==> src/rtl/decode_stage.sv <==
// decode_stage
//
// Instruction-decode pipeline stage. It sits between the IF/ID register and
// the execute stage and contains:
//   - a REG_COUNT x DATA_W register file with a write-first bypass from the
//     write-back port,
//   - an immediate extension unit (sign, zero, sign<<2, upper placement),
//   - load-use hazard detection against the instruction held in ID/EX,
//   - the ID/EX pipeline register with valid/ready stall and flush.
//
// Ports:
//   clk, reset                        clock (rising edge), async active-low reset
//   valid_in, rs, rt, rd, imm         decode instruction and its fields
//   ext_mode                          00 sext, 01 zext, 10 sext<<2, 11 imm in upper bits
//   reg_dst, reg_write,
//   mem_read, mem_write               control bits for the decode instruction
//   wb_en, wb_addr, wb_data           write-back port into the register file
//   flush                             kill the decode instruction and ID/EX contents
//   ex_ready                          execute accepts ID/EX contents this cycle
//   id_ready                          decode instruction is consumed this cycle
//   ex_*                              registered operand/control bundle to execute
//   hazard                            load-use stall indicator (combinational)
module decode_stage #(
  parameter int DATA_W    = 32,
  parameter int REG_COUNT = 32,
  parameter int IMM_W     = 16,
  parameter bit ZERO_REG  = 1'b1,
  localparam int ADDR_W   = $clog2(REG_COUNT)
) (
  input  logic              clk,
  input  logic              reset,
  input  logic              valid_in,
  input  logic [ADDR_W-1:0] rs,
  input  logic [ADDR_W-1:0] rt,
  input  logic [ADDR_W-1:0] rd,
  input  logic [IMM_W-1:0]  imm,
  input  logic [1:0]        ext_mode,
  input  logic              reg_dst,
  input  logic              reg_write,
  input  logic              mem_read,
  input  logic              mem_write,
  input  logic              wb_en,
  input  logic [ADDR_W-1:0] wb_addr,
  input  logic [DATA_W-1:0] wb_data,
  input  logic              flush,
  input  logic              ex_ready,
  output logic              id_ready,
  output logic              ex_valid,
  output logic [DATA_W-1:0] ex_rd_data1,
  output logic [DATA_W-1:0] ex_rd_data2,
  output logic [DATA_W-1:0] ex_imm,
  output logic [ADDR_W-1:0] ex_dest,
  output logic [ADDR_W-1:0] ex_rs,
  output logic [ADDR_W-1:0] ex_rt,
  output logic              ex_reg_write,
  output logic              ex_mem_read,
  output logic              ex_mem_write,
  output logic              hazard
);

  typedef enum logic [1:0] {
    EXT_SIGN  = 2'b00,
    EXT_ZERO  = 2'b01,
    EXT_SHIFT = 2'b10,
    EXT_UPPER = 2'b11
  } ext_mode_e;

  logic [DATA_W-1:0] regs [REG_COUNT];
  logic [DATA_W-1:0] rd_data1;
  logic [DATA_W-1:0] rd_data2;
  logic [DATA_W-1:0] imm_ext;
  logic [DATA_W-1:0] imm_sext;
  logic [ADDR_W-1:0] dest;
  logic              wr_en;
  logic              advance;

  // ---------------------------------------------------------------------------
  // Register file
  // ---------------------------------------------------------------------------
  assign wr_en = wb_en && !(ZERO_REG && (wb_addr == '0));

  // NOTE: the storage array is reset along with the pipeline registers because
  // no architectural state may survive a reset; a memory that needs no reset
  // would leave this out so it can map onto RAM.
  always_ff @(posedge clk or negedge reset) begin
    if (!reset) begin
      for (int i = 0; i < REG_COUNT; i++) begin
        regs[i] <= '0;
      end
    end else if (wr_en) begin
      // NOTE: state is updated with non-blocking assignments so every flop
      // samples pre-edge values regardless of process ordering.
      regs[wb_addr] <= wb_data;
    end
  end

  // Write-first bypass: a write landing this edge is already visible to the
  // reads of this cycle. Address 0 never bypasses.
  always_comb begin
    // NOTE: every combinational output gets a default first so no path
    // through the block leaves it unassigned (which would infer a latch).
    rd_data1 = regs[rs];
    if (ZERO_REG && (rs == '0)) begin
      rd_data1 = '0;
    end else if (wb_en && (wb_addr == rs) && (rs != '0)) begin
      rd_data1 = wb_data;
    end
  end

  always_comb begin
    rd_data2 = regs[rt];
    if (ZERO_REG && (rt == '0)) begin
      rd_data2 = '0;
    end else if (wb_en && (wb_addr == rt) && (rt != '0)) begin
      rd_data2 = wb_data;
    end
  end

  // ---------------------------------------------------------------------------
  // Immediate extension
  // ---------------------------------------------------------------------------
  assign imm_sext = {{(DATA_W-IMM_W){imm[IMM_W-1]}}, imm};

  always_comb begin
    imm_ext = imm_sext;
    case (ext_mode_e'(ext_mode))
      EXT_SIGN:  imm_ext = imm_sext;
      EXT_ZERO:  imm_ext = {{(DATA_W-IMM_W){1'b0}}, imm};
      EXT_SHIFT: imm_ext = imm_sext << 2;   // top two bits fall off
      EXT_UPPER: imm_ext = {imm, {(DATA_W-IMM_W){1'b0}}};
      default:   imm_ext = imm_sext;
    endcase
  end

  assign dest = reg_dst ? rd : rt;

  // ---------------------------------------------------------------------------
  // Hazard detection and handshake
  // ---------------------------------------------------------------------------
  // A load in ID/EX whose destination feeds this instruction must not be
  // bypassed from execute: its data only exists after memory.
  assign hazard = valid_in && ex_valid && ex_mem_read && (ex_dest != '0) &&
                  ((ex_dest == rs) || (ex_dest == rt));

  assign advance = ex_ready || !ex_valid;

  // A flushed instruction counts as consumed: it is discarded, not stalled.
  assign id_ready = reset && (flush || (advance && !hazard));

  // ---------------------------------------------------------------------------
  // ID/EX pipeline register
  // ---------------------------------------------------------------------------
  always_ff @(posedge clk or negedge reset) begin
    if (!reset) begin
      ex_valid     <= 1'b0;
      ex_rd_data1  <= '0;
      ex_rd_data2  <= '0;
      ex_imm       <= '0;
      ex_dest      <= '0;
      ex_rs        <= '0;
      ex_rt        <= '0;
      ex_reg_write <= 1'b0;
      ex_mem_read  <= 1'b0;
      ex_mem_write <= 1'b0;
    end else if (flush) begin
      ex_valid <= 1'b0;
    end else if (advance && hazard) begin
      ex_valid <= 1'b0;
    end else if (advance) begin
      // The bundle loads even for an invalid slot; execute qualifies it with
      // ex_valid, which keeps the data path free of enable gating.
      ex_valid     <= valid_in;
      ex_rd_data1  <= rd_data1;
      ex_rd_data2  <= rd_data2;
      ex_imm       <= imm_ext;
      ex_dest      <= dest;
      ex_rs        <= rs;
      ex_rt        <= rt;
      ex_reg_write <= reg_write;
      ex_mem_read  <= mem_read;
      ex_mem_write <= mem_write;
    end
  end

endmodule

==> config.mk <==
export PLATFORM = sky130hd
export DESIGN_NAME = decode_stage
export DESIGN_NICKNAME = d
export VERILOG_FILES = /design/src/rtl/decode_stage.sv
export SDC_FILE = /design/constraint.sdc
export NUM_CORES = 2
export LEC_CHECK = 0
export CORE_ASPECT_RATIO = 1.75
export CORE_MARGIN = 2
export CORE_UTILIZATION = 60
export CTS_BUF_LIST = sky130_fd_sc_hd__clkbuf_8
export CTS_CLUSTER_SIZE = 40
export DETAILED_ROUTE_END_ITERATION = 16
export PLACE_DENSITY = 0.78
export SLEW_MARGIN = 5
export SYNTH_ARGS = -nofsm -noshare
export SYNTH_HDL_FRONTEND = slang
export SYNTH_SLANG_ARGS = --single-unit
==> constraint.sdc <==
create_clock -name clk -period 2.5 [get_ports clk]
set_clock_uncertainty 0.1 [all_clocks]
set_input_delay 0.625 -clock clk [delete_from_list [all_inputs] [get_ports clk]]
set_output_delay 0.625 -clock clk [all_outputs]
set_load 0.02 [all_outputs]
== Yosys cells after proc, flatten, opt, wreduce, memory -nomap -nowiden ==
Cells that the tools add are included.

* Output and inout bits: 117
* Word-level logic and storage cells: 104
* Flip-flop bits (word level): 1139
* Input bits: 80

* Magnitude comparators: 4
* Equal/unequal tests: 7
* Multiplexer cells: 18
* Reductions and logical operators: 28
* Bitwise gates (word level): 5

{| class="wikitable"
|+ Operators with widths
! operator !! count
|-
| $bwmux 1024 || 1
|-
| $bmux 32 s5 || 2
|-
| $mux 32 || 9
|-
| $demux 32 s5 || 1
|-
| $pmux 32 s4 || 1
|-
| $eq 5x5->1 || 4
|-
| $ge 6x6->1 const B || 3
|-
| $not 5->6 || 3
|-
| $logic_not 5->1 || 3
|-
| $reduce_bool 5->1 || 3
|-
| $logic_and 1x1->1 || 13
|-
| $lt 6x1->1 const B || 1
|-
| $mux 5 || 1
|-
| $eq 2x2->1 const B || 2
|-
| $logic_not 1->1 || 3
|-
| $logic_or 1x1->1 || 3
|-
| $mux 1 || 3
|-
| $reduce_and 3->1 || 1
|-
| $reduce_bool 3->1 || 1
|-
| $eq 2x1->1 const B || 1
|-
| $logic_not 2->1 || 1
|-
| $not 1->1 || 2
|}

== Longest topological paths before layout ==
* Depth in word-level cells: 8
* Depth in mapped cells: 10
* Mapped depth without buffers: 6

== Least setup slack after synthesis ==
OpenSTA, ideal clock, no wires.

* Path kind: input-to-reg
* Start: in rs[3]
* End: reg ex_rd_data1[16]
* Library setup time: 0.126 ns
* Setup slack: -0.267 ns
* Data arrival time: 2.541 ns
* Buffers on the path: 2
* Stages: 7
* Cell sequence: clkbuf_1 > inv_2 > buf_1 > mux4_2 > a21oi_1 > nor3_1 > a221o_1

* Longest elaborated chain between the ends: 6
* Elaborated cells on any way between the ends: 17
* Classes of those cells: eq/ne: 2; mux: 5; bitwise: 2; reduce/logical: 8

{| class="wikitable"
|+ RTL lines
! element !! line !! text
|-
| from (decl) || 33 || <nowiki>input logic [ADDR_W-1:0] rs,</nowiki>
|-
| $not 5->6 (not written as such) / $eq 5x5->1 (equally long branches) || 102, 143 ||
|-
| $bmux 32 s5 / $logic_or 1x1->1 (equally long branches) || 102, 143 ||
|-
| $mux 32 (not written as such) / $logic_and 1x1->1 (equally long branches) || 102, 142 ||
|-
| $mux 32 (not written as such) / $logic_and 1x1->1 (equally long branches) || 102, 167 ||
|-
| $mux 32 / $not 1->1 (equally long branches) || - ||
|-
| $mux 32 / $reduce_and 3->1 (equally long branches) || - ||
|-
| to (signal assigned) || 173 || <nowiki>ex_rd_data1 <= rd_data1;</nowiki>
|-
| to (decl) || 49 || <nowiki>output logic [DATA_W-1:0] ex_rd_data1,</nowiki>
|}

Parallel ways exist; a longest one is shown, timed or not. The select of a mux whose other input is x is not followed.
A chain may end at the register's enable or synchronous reset.

== Worst setup path after layout ==
* Start: reg ex_dest[3]
* End: out id_ready

* Longest elaborated chain between the ends: 7
* Elaborated cells on any way between the ends: 10
* Classes of those cells: eq/ne: 2; reduce/logical: 8

{| class="wikitable"
|+ RTL lines
! element !! line !! text
|-
| from (decl) || 52 || <nowiki>output logic [ADDR_W-1:0] ex_dest,</nowiki>
|-
| from (signal assigned) || 176 || <nowiki>ex_dest <= dest;</nowiki>
|-
| $eq 5x5->1 / $reduce_bool 5->1 (equally long branches) || 143, 142 ||
|-
| $logic_or 1x1->1 / $logic_and 1x1->1 (equally long branches) || 143, 142 ||
|-
| $logic_and 1x1->1 (*) || 142 || <nowiki>assign hazard = valid_in && ex_valid && ex_mem_read && (ex_dest != '0) &&</nowiki>
|-
| $logic_not 1->1 (*) || 148 || <nowiki>assign id_ready = reset && (flush || (advance && !hazard));</nowiki>
|-
| $logic_and 1x1->1 (*) || 148 ||
|-
| $logic_or 1x1->1 (*) || 148 ||
|-
| $logic_and 1x1->1 (*) || 148 ||
|-
| to (decl) || 47 || <nowiki>output logic id_ready,</nowiki>
|}

Every way passes the cells marked *; elsewhere a longest branch is shown, timed or not.

==> results.py <==
metrics = {
    "setup_path": {
        "critPathArrivalTime_ns": 2.73,
        "crit_path_end_kind": "output port",
        "worstSetupPathType": "reg -> out",
        "start_kind": "flop",
        "critPathRequiredTime_ns": 1.77,
        "startpoint": "ex_dest[3]$_DFFE_PN0P_",
        "crit_fanout": 2,
        "r2r_start": "ex_dest[1]$_DFFE_PN0P_",
    },
    "drt": {
        "finalWirelength_mm": 196,
        "dr.first_iter.drc_count": 4853,
        "drc_errors": 0,
        "vias": 43300,
        "wl_per_cell_um": 31.8,
        "vias_per_cell": 7.01,
        "drt-pass1-iter-count": 6,
        "drtAntennaViolNets": 0,
    },
    "pwr": {
        "powerDensity_mw_per_mm2": 737,
        "p_total_mw": 52.1,
        "power.leakage_nw": 31.7,
        "ir_drop_mv": 0.546,
    },
    "synthesis": {
        "synthCells": 4402,
        "ys_warn_count": 0,
        "synth_flop_cell": "dfrtp_1",
        "synth.distinct_cells": 44,
        "synth_area_sq_mm": 0.0594,
        "synth.net_count": 4482,
        "synth_area_per_cell_sq_um": 13.5,
        "ys_ff_latch": 1139,
        "synth-edff-count": 0,
        "yosysSeqAreaShare": 0.480,
        "async_reset_ff_frac": 1.00,
    },
    "finish": {
        "drive_above_1_share": 0.445,
        "layout_commonest_cell": "dfrtp_1",
        "finalNonFillerCells": 6175,
        "final_nets": 4824,
        "fin_util": 0.720,
        "final_cell_mix": "dfrtp_1 (1,135), mux2_2 (883), mux4_2 (413)",
        "finalInstanceArea_sq_mm": 0.0706,
        "areaGrowthSynthToFinish_pct": 19.0,
    },
    "timing": {
        "fmax_ghz": 0.289,
        "rsz0062_at_grt": "yes",
        "tightest_slew_ns": 1.08,
        "finalSetupViolations": 110,
        "finalMaxSlewViolations": 0,
        "hold_viol_final": 0,
        "tns_ns": -15.24,
        "maxSlewHeadroom": 0.280,
        "fin_crit_ns": 3.46,
        "layout_setup_ws_ns": -0.956,
        "fin_crit_sh": 1.38,
    },
    "clock_network": {
        "clk_path_buf_depth": 3,
        "cts.sinks": 1139,
        "insertion_delay_ns": 0.91,
        "cts_tree": "yes",
        "htree_num_levels": 4,
        "cts_root_buf": "clkbuf_8",
        "clkTransAtPathRegs_ns": 0.07,
        "cts_buffers": 163,
    },
    "outcome": {
        "violations": "negative setup slack",
        "outcome": "complete, but fails checks",
    },
    "placement": {
        "port_buffers": 196,
        "dpl_cell_area_sq_mm": 0.0658,
        "gp_congestion": 0.930,
        "dp_cells": 5831,
        "dp_hpwl_mm": 119,
    },
    "floorplan": {
        "core-area_sq_mm": 0.0981,
        "die-area_sq_mm": 0.102,
        "rows": 152,
        "dieWidth_um": 242,
        "start_util": 0.605,
        "die_h_um": 420,
        "pin_count": 197,
    },
    "grt": {
        "gr-total-overflow": 0,
        "grtUsageTotal": 0.391,
        "grt_max_degree": 173,
        "grt_pass1_wl_mm": 291,
        "grt_pass1_vias": 45100,
        "antenna_found_initial": 4,
    },
    "hold_path": {
        "hp-class": "in -> async",
    },
    "run": {
        "max_cap_violations": 0,
    },
}
[final cells by class]
| cell class | count | area (sq um) |
|---|---|---|
| Timing Repair Buffer | 641 | 7410 |
| Multi-Input combinational cell | 2788 | 29700 |
| Clock inverter | 73 | 418 |
| Clock buffer | 210 | 2890 |
| Fill cell | 6421 | 27500 |
| Inverter | 11 | 41.3 |
| Sequential cell | 1139 | 28500 |
| Tap cell | 1309 | 1640 |
| Antenna cell | 4 | 10.0 |
[worst max-delay path, cell delays in order, from the launching register on]
cell	delay, ns
dfrtp_2	0.41
or4_4	0.52
o2111ai_4	0.30
buf_6	0.15
nor2_4	0.05
nor2_1	0.11
o21a_1	0.15
buf_6	0.13
[cells in the mapped netlist, drive strengths merged, types with 5 or more instances]
| cell | number | share of area |
|---|---|---|
| nor2b | 19 | 0.0020 |
| dfrtp | 1139 | 0.48 |
| o21ai | 202 | 0.017 |
| mux2 | 886 | 0.17 |
| mux4 | 413 | 0.16 |
| inv | 11 | 0.00070 |
| buf | 124 | 0.012 |
| xor2 | 18 | 0.0027 |
| a221o | 24 | 0.0040 |
| nand2 | 317 | 0.020 |
| nand3 | 36 | 0.0030 |
| nand2b | 7 | 0.00074 |
| nor4 | 9 | 0.00095 |
| clkbuf | 341 | 0.022 |
| nand4 | 32 | 0.0034 |
| o22ai | 26 | 0.0027 |
| nor2 | 93 | 0.0059 |
| nor3b | 6 | 0.00084 |
| a22oi | 64 | 0.0081 |
| o31ai | 32 | 0.0040 |
| nor3 | 58 | 0.0050 |
| mux2i | 392 | 0.066 |
| nand3b | 5 | 0.00063 |
| a21oi | 118 | 0.0099 |
| o221ai | 8 | 0.0012 |
[report_power, final]
group          switching [mW]  internal, mW
Sequential               2.81          21.9
Combinational            5.35          6.78
Clock                    7.57          7.68
[path summary, 6_finish.rpt]
| path | cells after the start | endpoint | slack [ns] |
|---|---|---|---|
| max | 7 | id_ready | -0.96 |
| min | 3 | regs[54]$_DFFE_PN0P_ | 0.19 |
| max reg2reg | 13 | ex_rd_data2[20]$_DFFE_PN0P_ | -0.22 |
| min reg2reg | 0 | regs[1023]$_DFFE_PN0P_ | 0.30 |
| max in group asynchronous | 4 | regs[560]$_DFFE_PN0P_ | 0.75 |
| min in group clk | 2 | ex_mem_read$_DFFE_PN0P_ | 0.24 |
[flip-flops by register name (all words and copies together) (netlist names), 5 cells and up]
| name | count |
|---|---|
| regs | 1024 |
| ex_imm | 32 |
| ex_rd_data1 | 32 |
| ex_rd_data2 | 32 |
| ex_dest | 5 |
| ex_rs | 5 |
| ex_rt | 5 |
[repair_timing]
action                                  4_1_cts  5_1_grt
cloned                                       19        1
resized for setup                           329       52
hold endpoints to repair                    123        0
buffers inserted                             39       14
endpoints found under the setup margin      223      126
hold buffers                                  1        0
pin swaps                                    44        8
[layer usage]
metal	share of wire	track usage	vias up
met5	0.000056	0	-
met4	0.080	0.283	2
met3	0.096	0.107	846
met2	0.47	0.610	2810
met1	0.35	0.473	22500
li1	-	-	17200
[through the flow]
| step | hold slack [ns] | setup slack, ns |
|---|---|---|
| finish | 0.190 | -0.956 |
| global route | 0.191 | -0.995 |
| CTS | 0.153 | -0.941 |
| detailed placement | 0.285 | -1.07 |
| global placement | 0.277 | -1.03 |
| floorplan | 0.229 | -0.126 |
[kinds of logic after synthesis]
kind of cell | synth area share
muxes | 0.391
DFF | 0.480
and+or+nand+nor | 0.0440
AOI/OAI and AO/OA | 0.0482
buffers and inverters | 0.0339
xor gates and xnor gates | 0.00295
No activity file was read; power rests on OpenSTA's default activity.
